===== src/rtl/rom_arbiter.sv =====
// Round-robin arbiter that shares one synchronous single-port ROM between two burst requesters.
// Streams consecutive reads with wrap-around and returns tagged data with Valid/Last strobes.
module rom_arbiter #(
    parameter int ADDRESS_WIDTH = 4,
    parameter int DATA_WIDTH    = 8,
    parameter int MEMORY_DEPTH  = 16
) (
    input  logic                     Clock,
    input  logic                     Reset,
    input  logic                     Req0Request_i,
    input  logic [ADDRESS_WIDTH-1:0] Req0Address_i,
    input  logic [ADDRESS_WIDTH-1:0] Req0Length_i,
    output logic                     Req0Grant_o,
    input  logic                     Req1Request_i,
    input  logic [ADDRESS_WIDTH-1:0] Req1Address_i,
    input  logic [ADDRESS_WIDTH-1:0] Req1Length_i,
    output logic                     Req1Grant_o,
    output logic [DATA_WIDTH-1:0]    Data_o,
    output logic                     Valid0_o,
    output logic                     Valid1_o,
    output logic                     Last_o,
    output logic                     Busy_o,
    output logic                     RomReadEnable_o,
    output logic [ADDRESS_WIDTH-1:0] RomAddress_o,
    input  logic [DATA_WIDTH-1:0]    RomData_i
);

    typedef enum logic [1:0] {
        IDLE  = 2'd0,
        BURST = 2'd1,
        DRAIN = 2'd2
    } state_t;

    localparam logic [ADDRESS_WIDTH-1:0] LAST_ADDR = ADDRESS_WIDTH'(MEMORY_DEPTH - 1);
    localparam logic [ADDRESS_WIDTH:0]   DEPTH_EXT = (ADDRESS_WIDTH + 1)'(MEMORY_DEPTH);

    state_t                   state_q, state_d;
    logic [ADDRESS_WIDTH-1:0] addr_q, addr_d;
    logic [ADDRESS_WIDTH-1:0] count_q, count_d;
    logic                     owner_q, owner_d;
    logic                     ptr_q, ptr_d;
    logic                     first_q, first_d;
    logic                     valid0_q, valid1_q, last_q;
    logic [DATA_WIDTH-1:0]    data_q;

    logic                     winner;
    logic [ADDRESS_WIDTH-1:0] start_addr;
    logic [ADDRESS_WIDTH-1:0] start_len;

    // Only one requester active: it wins. Both active: the round-robin pointer decides.
    assign winner     = (Req0Request_i && Req1Request_i) ? ptr_q : Req1Request_i;
    assign start_addr = winner ? Req1Address_i : Req0Address_i;
    assign start_len  = winner ? Req1Length_i  : Req0Length_i;

    always_comb begin
        // NOTE: every next-state signal takes its hold value first so no path leaves it unassigned (no latches).
        state_d = state_q;
        addr_d  = addr_q;
        count_d = count_q;
        owner_d = owner_q;
        ptr_d   = ptr_q;
        first_d = 1'b0;
        unique case (state_q)
            IDLE: begin
                if (Req0Request_i || Req1Request_i) begin
                    owner_d = winner;
                    addr_d  = ({1'b0, start_addr} >= DEPTH_EXT) ? '0 : start_addr;
                    count_d = start_len;
                    first_d = 1'b1;
                    state_d = BURST;
                end
            end
            BURST: begin
                addr_d  = (addr_q == LAST_ADDR) ? '0 : addr_q + 1'b1;
                count_d = count_q - 1'b1;
                if (count_q == '0) begin
                    state_d = DRAIN;
                end
            end
            DRAIN: begin
                ptr_d   = ~owner_q;
                state_d = IDLE;
            end
            default: state_d = IDLE;
        endcase
    end

    // NOTE: all state uses non-blocking assignments so every register samples pre-edge values.
    always_ff @(posedge Clock or negedge Reset) begin
        if (!Reset) begin
            state_q  <= IDLE;
            addr_q   <= '0;
            count_q  <= '0;
            owner_q  <= 1'b0;
            ptr_q    <= 1'b0;
            first_q  <= 1'b0;
            valid0_q <= 1'b0;
            valid1_q <= 1'b0;
            last_q   <= 1'b0;
            data_q   <= '0;
        end else begin
            state_q  <= state_d;
            addr_q   <= addr_d;
            count_q  <= count_d;
            owner_q  <= owner_d;
            ptr_q    <= ptr_d;
            first_q  <= first_d;
            valid0_q <= (state_q == BURST) && !owner_q;
            valid1_q <= (state_q == BURST) && owner_q;
            last_q   <= (state_q == BURST) && (count_q == '0);
            if (valid0_q || valid1_q) begin
                data_q <= RomData_i;
            end
        end
    end

    // ROM data arrives the cycle after the read; pass it through then, hold it otherwise.
    assign Data_o          = (valid0_q || valid1_q) ? RomData_i : data_q;
    assign Valid0_o        = valid0_q;
    assign Valid1_o        = valid1_q;
    assign Last_o          = last_q;
    assign Busy_o          = (state_q != IDLE);
    assign RomReadEnable_o = (state_q == BURST);
    assign RomAddress_o    = (state_q == BURST) ? addr_q : '0;
    assign Req0Grant_o     = (state_q == BURST) && first_q && !owner_q;
    assign Req1Grant_o     = (state_q == BURST) && first_q && owner_q;

endmodule


===== config.mk =====
export PLATFORM = sky130hd
export DESIGN_NAME = rom_arbiter
export DESIGN_NICKNAME = d
export VERILOG_FILES = /design/src/rtl/rom_arbiter.sv
export SDC_FILE = /design/constraint.sdc
export NUM_CORES = 1
export LEC_CHECK = 0
export BUFFER_PORTS_ARGS = -buffer_cell sky130_fd_sc_hd__buf_2
export CAP_MARGIN = 10
export CORE_AREA = 3 3 55 57
export CTS_CLUSTER_DIAMETER = 200
export CTS_CLUSTER_SIZE = 8
export DETAILED_ROUTE_END_ITERATION = 8
export DIE_AREA = 0 0 58 60
export PLACE_DENSITY = 0.71
export SLEW_MARGIN = 20
export SYNTH_ARGS = -nofsm -noshare
export SYNTH_HDL_FRONTEND = slang
export SYNTH_SLANG_ARGS = --single-unit

===== constraint.sdc =====
create_clock -name Clock -period 1.9 [get_ports Clock]
set_clock_uncertainty 0.1 [all_clocks]
set_input_delay 0.38 -clock Clock [delete_from_list [all_inputs] [get_ports Clock]]
set_output_delay 0.38 -clock Clock [all_outputs]
set_load 0.005 [all_outputs]

==> impl_metrics.env, run 1 <==
export IMPL_worstHoldStart="RomData_i[3]"
export IMPL_yosys_warnings=0
export IMPL_overflow=0
export IMPL_area_growth_syn_to_layout_pct=37.4
export IMPL_grt_pass1_wl_um=4740
export IMPL_routed_via_count=1014
export IMPL_endpoint_kind="output pin"
export IMPL_critical_path_required_ns=1.42
export IMPL_numCtsBuffers=3
export IMPL_dp_hpwl_um=2020
export IMPL_ctsLongestPathBuffers=2
export IMPL_rsz0062_at_grt="yes"
export IMPL_fp_dieW_um=58
export IMPL_dieHeight_um=60
export IMPL_setup_viol=8
export IMPL_crit_start="Valid0_o"
export IMPL_avgSynthCellArea_um2=11.1
export IMPL_grt_pass1_vias=1037
export IMPL_drtAntennaViolNets=0
export IMPL_p_leak_uw=0.000826
export IMPL_peakVddDrop_mv=0.976
export IMPL_row_count=18
export IMPL_routed_wl_um=2740
export IMPL_slew_violations=0
export IMPL_layout_setup_ws_ns=-0.0293
export IMPL_hold_viol=0
export IMPL_grtUsageTotal=0.183
export IMPL_tightest_slew_ns=0.546
export IMPL_htree_levels=1
export IMPL_tritoncts="done"
export IMPL_finalCritPeriodShare=1.02
export IMPL_critPathKind="flop to output pin"
export IMPL_maxCapViolCount=0
export IMPL_syn_nets=138
export IMPL_fmax_mhz=518
export IMPL_powerDensity_nw_per_um2=1600
export IMPL_cts_root_buf="clkbuf_4"
export IMPL_start_kind="flop"
export IMPL_cts_clk_slew_worst_paths_ns=0.13
export IMPL_place_gp_congestion=0.768
export IMPL_nFillCells=201
export IMPL_grt_antenna_before_repair=0
export IMPL_min_period_ns=1.93
export IMPL_cts_sinks=24
export IMPL_io_buffers=46
export IMPL_synth_cell_type_count=37
export IMPL_die_area_um2=3480
export IMPL_vias_per_cell=5.28
export IMPL_ys_ff_latch=24
export IMPL_violations="negative setup slack"
export IMPL_grt_max_degree=25
export IMPL_syn_area_um2=1200
export IMPL_syn_inst=108
export IMPL_cp_data_arrival_time_ns=1.45
export IMPL_start_util=0.476
export IMPL_design_area_um2=1650
export IMPL_avgRoutedWirePerCell_um=14.3
export IMPL_drtIter0Drc=11
export IMPL_fin_nets=193
export IMPL_fin_util=0.654
export IMPL_dr_pass1_iters=4
export IMPL_num_antenna_cells=0
export IMPL_layout_drive_gt1_share=0.488
export IMPL_clkLatencyLatePin_ns=0.31
export IMPL_hold_class="primary input to flop"
export IMPL_ys_seq_area_frac=0.500
export IMPL_relSlewSlack=0.636
export IMPL_power_uw=2640
export IMPL_crit_fanout=8
export IMPL_outcome="finished, violations left"
export IMPL_placed_cell_area_um2=1470
export IMPL_rr_startpoint="state_q[1]"
export IMPL_ios=47
export IMPL_coreArea_um2=2520
export IMPL_drc=0
-- repair_timing --
action,in CTS,in global routing
endpoints found under the setup margin,8,14
hold endpoints to repair,24,0
gates resized for setup,17,2
buffers inserted,2,2
pin swaps,1,0
hold buffers,1,0
-- synth_stat cells (all sizes together) --
cell type,n,area [µm²]
or3b,1,8.76
and2,8,50.1
o21ai,9,56.3
nor3b,1,7.51
nor4,1,6.26
o2bb2ai,1,8.76
o31ai,1,7.51
xor2,1,8.76
o22ai,1,6.26
o21bai,1,7.51
nand2b,2,12.5
a21boi,1,7.51
or2,2,12.5
o221ai,2,17.5
a221oi,1,15.0
nand3,2,10.0
a31oi,1,6.26
nand3b,2,15.0
ha,2,25.0
clkbuf,1,3.75
and3,1,6.26
mux2i,6,60.1
a211oi,4,35.0
a21oi,6,30.0
buf,2,12.5
nor2,4,20.0
mux2,8,90.1
dfrtp,24,601
nand2,4,17.5
inv,7,26.3
nor3,1,10.0
-- power by group --
| group | switching (µW) | total (µW) | internal (µW) |
|---|---|---|---|
| logic | 589 | 1410 | 823 |
| clock network | 149 | 266 | 117 |
| registers | 205 | 961 | 756 |
-- sequential cells by signal, indices dropped and copies added, names as in the netlist, 2 cells and up --
name / flops
addr_q: 4
data_q: 8
state_q: 2
count_q: 4
-- worst max-delay path: stages, from the launching register on --
cell and delay (ns):
dfrtp_1 0.42, nor2_4 0.14, buf_12 0.14, mux2_4 0.32
buf_6 0.12
-- logic make-up after synthesis --
| kind of cell | Yosys count | share of synthesized area |
|---|---|---|
| multiplexers | 14 | 0.125 |
| XOR/XNOR | 1 | 0.00729 |
| AND/OR/NAND/NOR | 29 | 0.147 |
| flip-flops | 24 | 0.500 |
| buffers and inverters | 10 | 0.0354 |
| AO/OA/AOI/OAI | 28 | 0.165 |
| adder cells (fa/ha/maj) | 2 | 0.0208 |
-- routing by layer --
metal  up-vias  GRT usage  share of wire
met3         4     0.0281          0.054
met1       483      0.222           0.43
met2        30      0.324           0.50
met5         -          0              0
met4         0     0.0728          0.013
li1        497          -              -
-- metrics by stage --
stage               hold slack (ns)  setup slack [ns]  TNS, ns  cells
floorplan                   -0.0156             0.334        0    108
global placement              0.280             0.222        0    183
detailed placement            0.291             0.175        0    183
CTS                           0.203           -0.0246   -0.168    190
global route                  0.192            -0.102   -0.749    192
finish                        0.213           -0.0293   -0.189    192
-- area by class of cell --
| class | count | area, µm² | share of cell area |
|---|---|---|---|
| multi-input combinational | 74 | 601 | 0.364 |
| timing repair buffer | 53 | 348 | 0.211 |
| clock buffer | 4 | 36.3 | 0.0220 |
| tap | 30 | 37.5 | 0.0227 |
| sequential | 24 | 602 | 0.365 |
| inverter | 7 | 26.3 | 0.0159 |
-- cell usage in the layout, fill, tap and decap left out, types with 2 or more instances in the layout --
cell      instances
a211oi_1          3
a21oi_1           6
and2_1            8
buf_2            38
buf_4             5
buf_6             8
clkbuf_4          3
dfrtp_1          23
ha_1              2
inv_1             4
inv_2             3
mux2_4            8
mux2i_1           6
nand2_1           3
nand3_1           2
nand3b_1          2
nor2_1            2
o21ai_0           8
o221ai_1          2
or2_2             2
-- final timing paths --
kind | end | slack (ns) | depth (start not counted)
worst max-delay path | Data_o[1] | -0.03 | 4
worst min-delay path | data_q[3] | 0.21 | 2
worst max register to register | count_q[3] | 0.36 | 4
worst min register to register | Valid0_o | 0.41 | 1
max in group asynchronous | state_q[0] | 0.84 | 2
min in group asynchronous | data_q[5] | 0.47 | 2
No activity file was read; power rests on OpenSTA's default activity.
==> run 2, diff against run 1 <==
--- a/config.mk
+++ b/config.mk
@@ -5,14 +5,16 @@
 export SDC_FILE = /design/constraint.sdc
 export NUM_CORES = 1
 export LEC_CHECK = 0
+export ABC_AREA = 1
+export ABC_CLOCK_PERIOD_IN_PS = 1900
 export BUFFER_PORTS_ARGS = -buffer_cell sky130_fd_sc_hd__buf_2
 export CAP_MARGIN = 10
-export CORE_AREA = 3 3 55 57
+export CORE_AREA = 3 3 78 43
 export CTS_CLUSTER_DIAMETER = 200
 export CTS_CLUSTER_SIZE = 8
 export DETAILED_ROUTE_END_ITERATION = 8
-export DIE_AREA = 0 0 58 60
-export PLACE_DENSITY = 0.71
+export DIE_AREA = 0 0 81 46
+export PLACE_DENSITY = 0.73
 export SLEW_MARGIN = 20
 export SYNTH_ARGS = -nofsm -noshare
 export SYNTH_HDL_FRONTEND = slang
==> impl_metrics.env, run 2 <==
export IMPL_cp_slowest_cell="dfrtp_1"
export IMPL_grt_max_degree=25
export IMPL_vias_per_cell=4.80
export IMPL_cts_root_buf="clkbuf_8"
export IMPL_placed_cell_area_um2=1580
export IMPL_coreArea_um2=2640
export IMPL_setup_viol=0
export IMPL_grtUsageTotal=0.167
export IMPL_avgSynthCellArea_um2=8.50
export IMPL_fp_dieW_um=81
export IMPL_grt_pass1_wl_um=4550
export IMPL_synth_top_area_share=0.450
export IMPL_crit_start="Valid0_o"
export IMPL_critPathTopFamily="flip-flops"
export IMPL_num_antenna_cells=0
export IMPL_syn_nets=187
export IMPL_hold_class="primary input to async pin"
export IMPL_die_area_um2=3730
export IMPL_ys_ff_latch=24
export IMPL_cp_data_arrival_time_ns=1.42
export IMPL_critical_path_required_ns=1.42
export IMPL_mostFrequentLayoutCell="buf_2"
export IMPL_min_period_ns=1.90
export IMPL_tritoncts="done"
export IMPL_relSlewSlack=0.634
export IMPL_io_buffers=46
export IMPL_reg_top3="data_q: 8 flops, addr_q: 4 flops, count_q: 4 flops"
export IMPL_routed_via_count=1182
export IMPL_r2r_worst_path_cells=7
export IMPL_overflow=0
export IMPL_endpoint_kind="output pin"
export IMPL_synth_edf_count=0
export IMPL_synthFlopType="dfrtp_1"
export IMPL_syn_area_um2=1330
export IMPL_ctsLongestPathBuffers=2
export IMPL_dp_hpwl_um=2230
export IMPL_max_stage_delay_ns=0.42
export IMPL_syn_inst=157
export IMPL_place_gp_congestion=0.816
export IMPL_dieHeight_um=46
export IMPL_hold_ws_ns=-0.0168
export IMPL_rsz0062_at_grt="yes"
export IMPL_maxCapViolCount=0
export IMPL_yosys_cell_count_top_type="nand2_1"
export IMPL_yosys_warnings=0
export IMPL_start_kind="flop"
export IMPL_cts_clk_slew_worst_paths_ns=0.09
export IMPL_worstReg2RegEnd="addr_q[1]"
export IMPL_cp_num_buf_inv=2
export IMPL_fmax_mhz=527
export IMPL_ys_seq_area_frac=0.450
export IMPL_cts_sinks=24
export IMPL_worst_r2r_setup_slack_ns=0.39
export IMPL_outcome="finished, violations left"
export IMPL_critPathKind="flop to output pin"
export IMPL_grt_antenna_before_repair=0
export IMPL_crit_fanout=4
export IMPL_worst_path_stages=4
export IMPL_dr_pass1_iters=4
export IMPL_drc=0
export IMPL_design_area_um2=1710
export IMPL_synth_common_cells="nand2_1, dfrtp_1, inv_1"
export IMPL_dp_cells=238
export IMPL_violations="negative hold slack"
export IMPL_layout_drive_gt1_share=0.368
export IMPL_synthArstFlopShare=1.00
export IMPL_clkLatencyLatePin_ns=0.27
export IMPL_yosysTopAreaCell="dfrtp_1"
export IMPL_routed_wl_um=3040
export IMPL_synthTopCellsByArea="dfrtp_1, nand2_1, mux2_2, inv_1, nand3_1"
export IMPL_tightest_slew_ns=0.550
export IMPL_slew_violations=0
export IMPL_htree_levels=1
export IMPL_area_growth_syn_to_layout_pct=28.4
export IMPL_fin_nets=240
export IMPL_nFillCells=230
export IMPL_p_leak_uw=0.000931
export IMPL_numCtsBuffers=3
export IMPL_endpoint="Data_o[2]"
export IMPL_start_util=0.506
export IMPL_row_count=13
export IMPL_peakVddDrop_mv=0.724
export IMPL_grt_pass1_vias=1016
export IMPL_instances_no_fill=246
export IMPL_rr_startpoint="state_q[0]"
export IMPL_avgRoutedWirePerCell_um=12.3
export IMPL_hold_buffers=0
export IMPL_powerDensity_nw_per_um2=1760
export IMPL_largest_reg_flops=8
export IMPL_synth_cell_type_count=28
export IMPL_layout_common_cells="buf_2, nand2_1, dfrtp_1"
export IMPL_ios=47
export IMPL_drtIter0Drc=39
export IMPL_worstPathCellList="nor2_4, buf_4, mux2_2, buf_2"
export IMPL_drtAntennaViolNets=0
export IMPL_top_register="data_q"
export IMPL_finalCritPeriodShare=0.999
export IMPL_hold_viol=24
## run 2: cell count changes after synthesis, moves of 3 or more
| cell | previous run | this run |
|---|---|---|
| nand2_1 | 3 | 35 |
| inv_1 | 4 | 21 |
| nor2_1 | 2 | 16 |
| nand3_1 | 2 | 15 |
| and2_1 | 8 | 0 |
| mux2i_1 | 6 | 0 |
| a211oi_1 | 3 | 0 |
| a21oi_1 | 6 | 3 |
| nor2_4 | 0 | 3 |
## run 2: worst min path at each step
stage                from          to  slack (ns)
floorplan           Reset      Last_o       -0.02
global placement    Reset  count_q[1]        0.29
detailed placement  Reset  count_q[1]        0.30
CTS                 Reset  count_q[1]       0.001
global route        Reset   addr_q[2]        0.03
finish              Reset  count_q[0]       -0.02
## run 2: worst reg2reg max path, cell delays in order, from the launching register on
cell and delay, ns:
dfrtp_1 0.49, nand2_8 0.18, clkinvlp_4 0.12, buf_4 0.16
nor2_4 0.17, nor2_1 0.06, nand2_1 0.06, o21ai_0 0.07
## run 2: cell families (layout without fill, tap and decap cells)
| group | count (synthesis) | count (layout) | share of synthesized area |
|---|---|---|---|
| AO/OA/AOI/OAI | 15 | 15 | 0.0713 |
| multiplexers | 8 | 8 | 0.0675 |
| buffers and inverters | 26 | 78 | 0.0938 |
| AND/OR/NAND/NOR | 81 | 81 | 0.292 |
| adder cells (fa/ha/maj) | 2 | 2 | 0.0188 |
| flip-flops | 24 | 24 | 0.450 |
| XOR/XNOR | 1 | 1 | 0.00657 |
## run 2: final cells by class
type | count | area (µm²) | area share
Inverter | 23 | 90.1 | 0.0526
Tap cell | 37 | 46.3 | 0.0270
Sequential cell | 24 | 601 | 0.351
Timing Repair Buffer | 51 | 272 | 0.159
Clock inverter | 1 | 30.0 | 0.0175
Multi-Input combinational cell | 107 | 633 | 0.370
Clock buffer | 3 | 41.3 | 0.0241
## run 2: what timing repair did
| item | in CTS | in global routing |
|---|---|---|
| endpoints found under the setup margin | 8 | 12 |
| pin swaps | 1 | 0 |
| gates resized for setup | 4 | 3 |
| buffers inserted | 2 | 2 |
## run 2: where the power goes
part	switching, µW	internal [µW]	total, µW	leakage [µW]
logic	862	746	1610	0.000607
clock network	168	282	450	0.0000357
registers	193	762	955	0.000288
total	1220	1790	3010	0.000931
## run 2: through the flow
stage	utilization	total power (µW)	worst slack (ns)	setup TNS (ns)
2_1_floorplan	-	2010	0.374	0
5_1_grt	0.650	3260	-0.0359	-0.147
3_3_place_gp	0.599	2350	0.202	0
3_5_place_dp	0.599	2400	0.160	0
4_1_cts	0.638	2950	-0.00199	-0.00199
6_report	0.650	3010	0.00130	0
## run 2: per-layer routing
metal	part of all wire	track usage
met1	0.45	0.201
met2	0.47	0.292
met3	0.086	0.0514
met4	0.0016	0.0505
met5	0	0
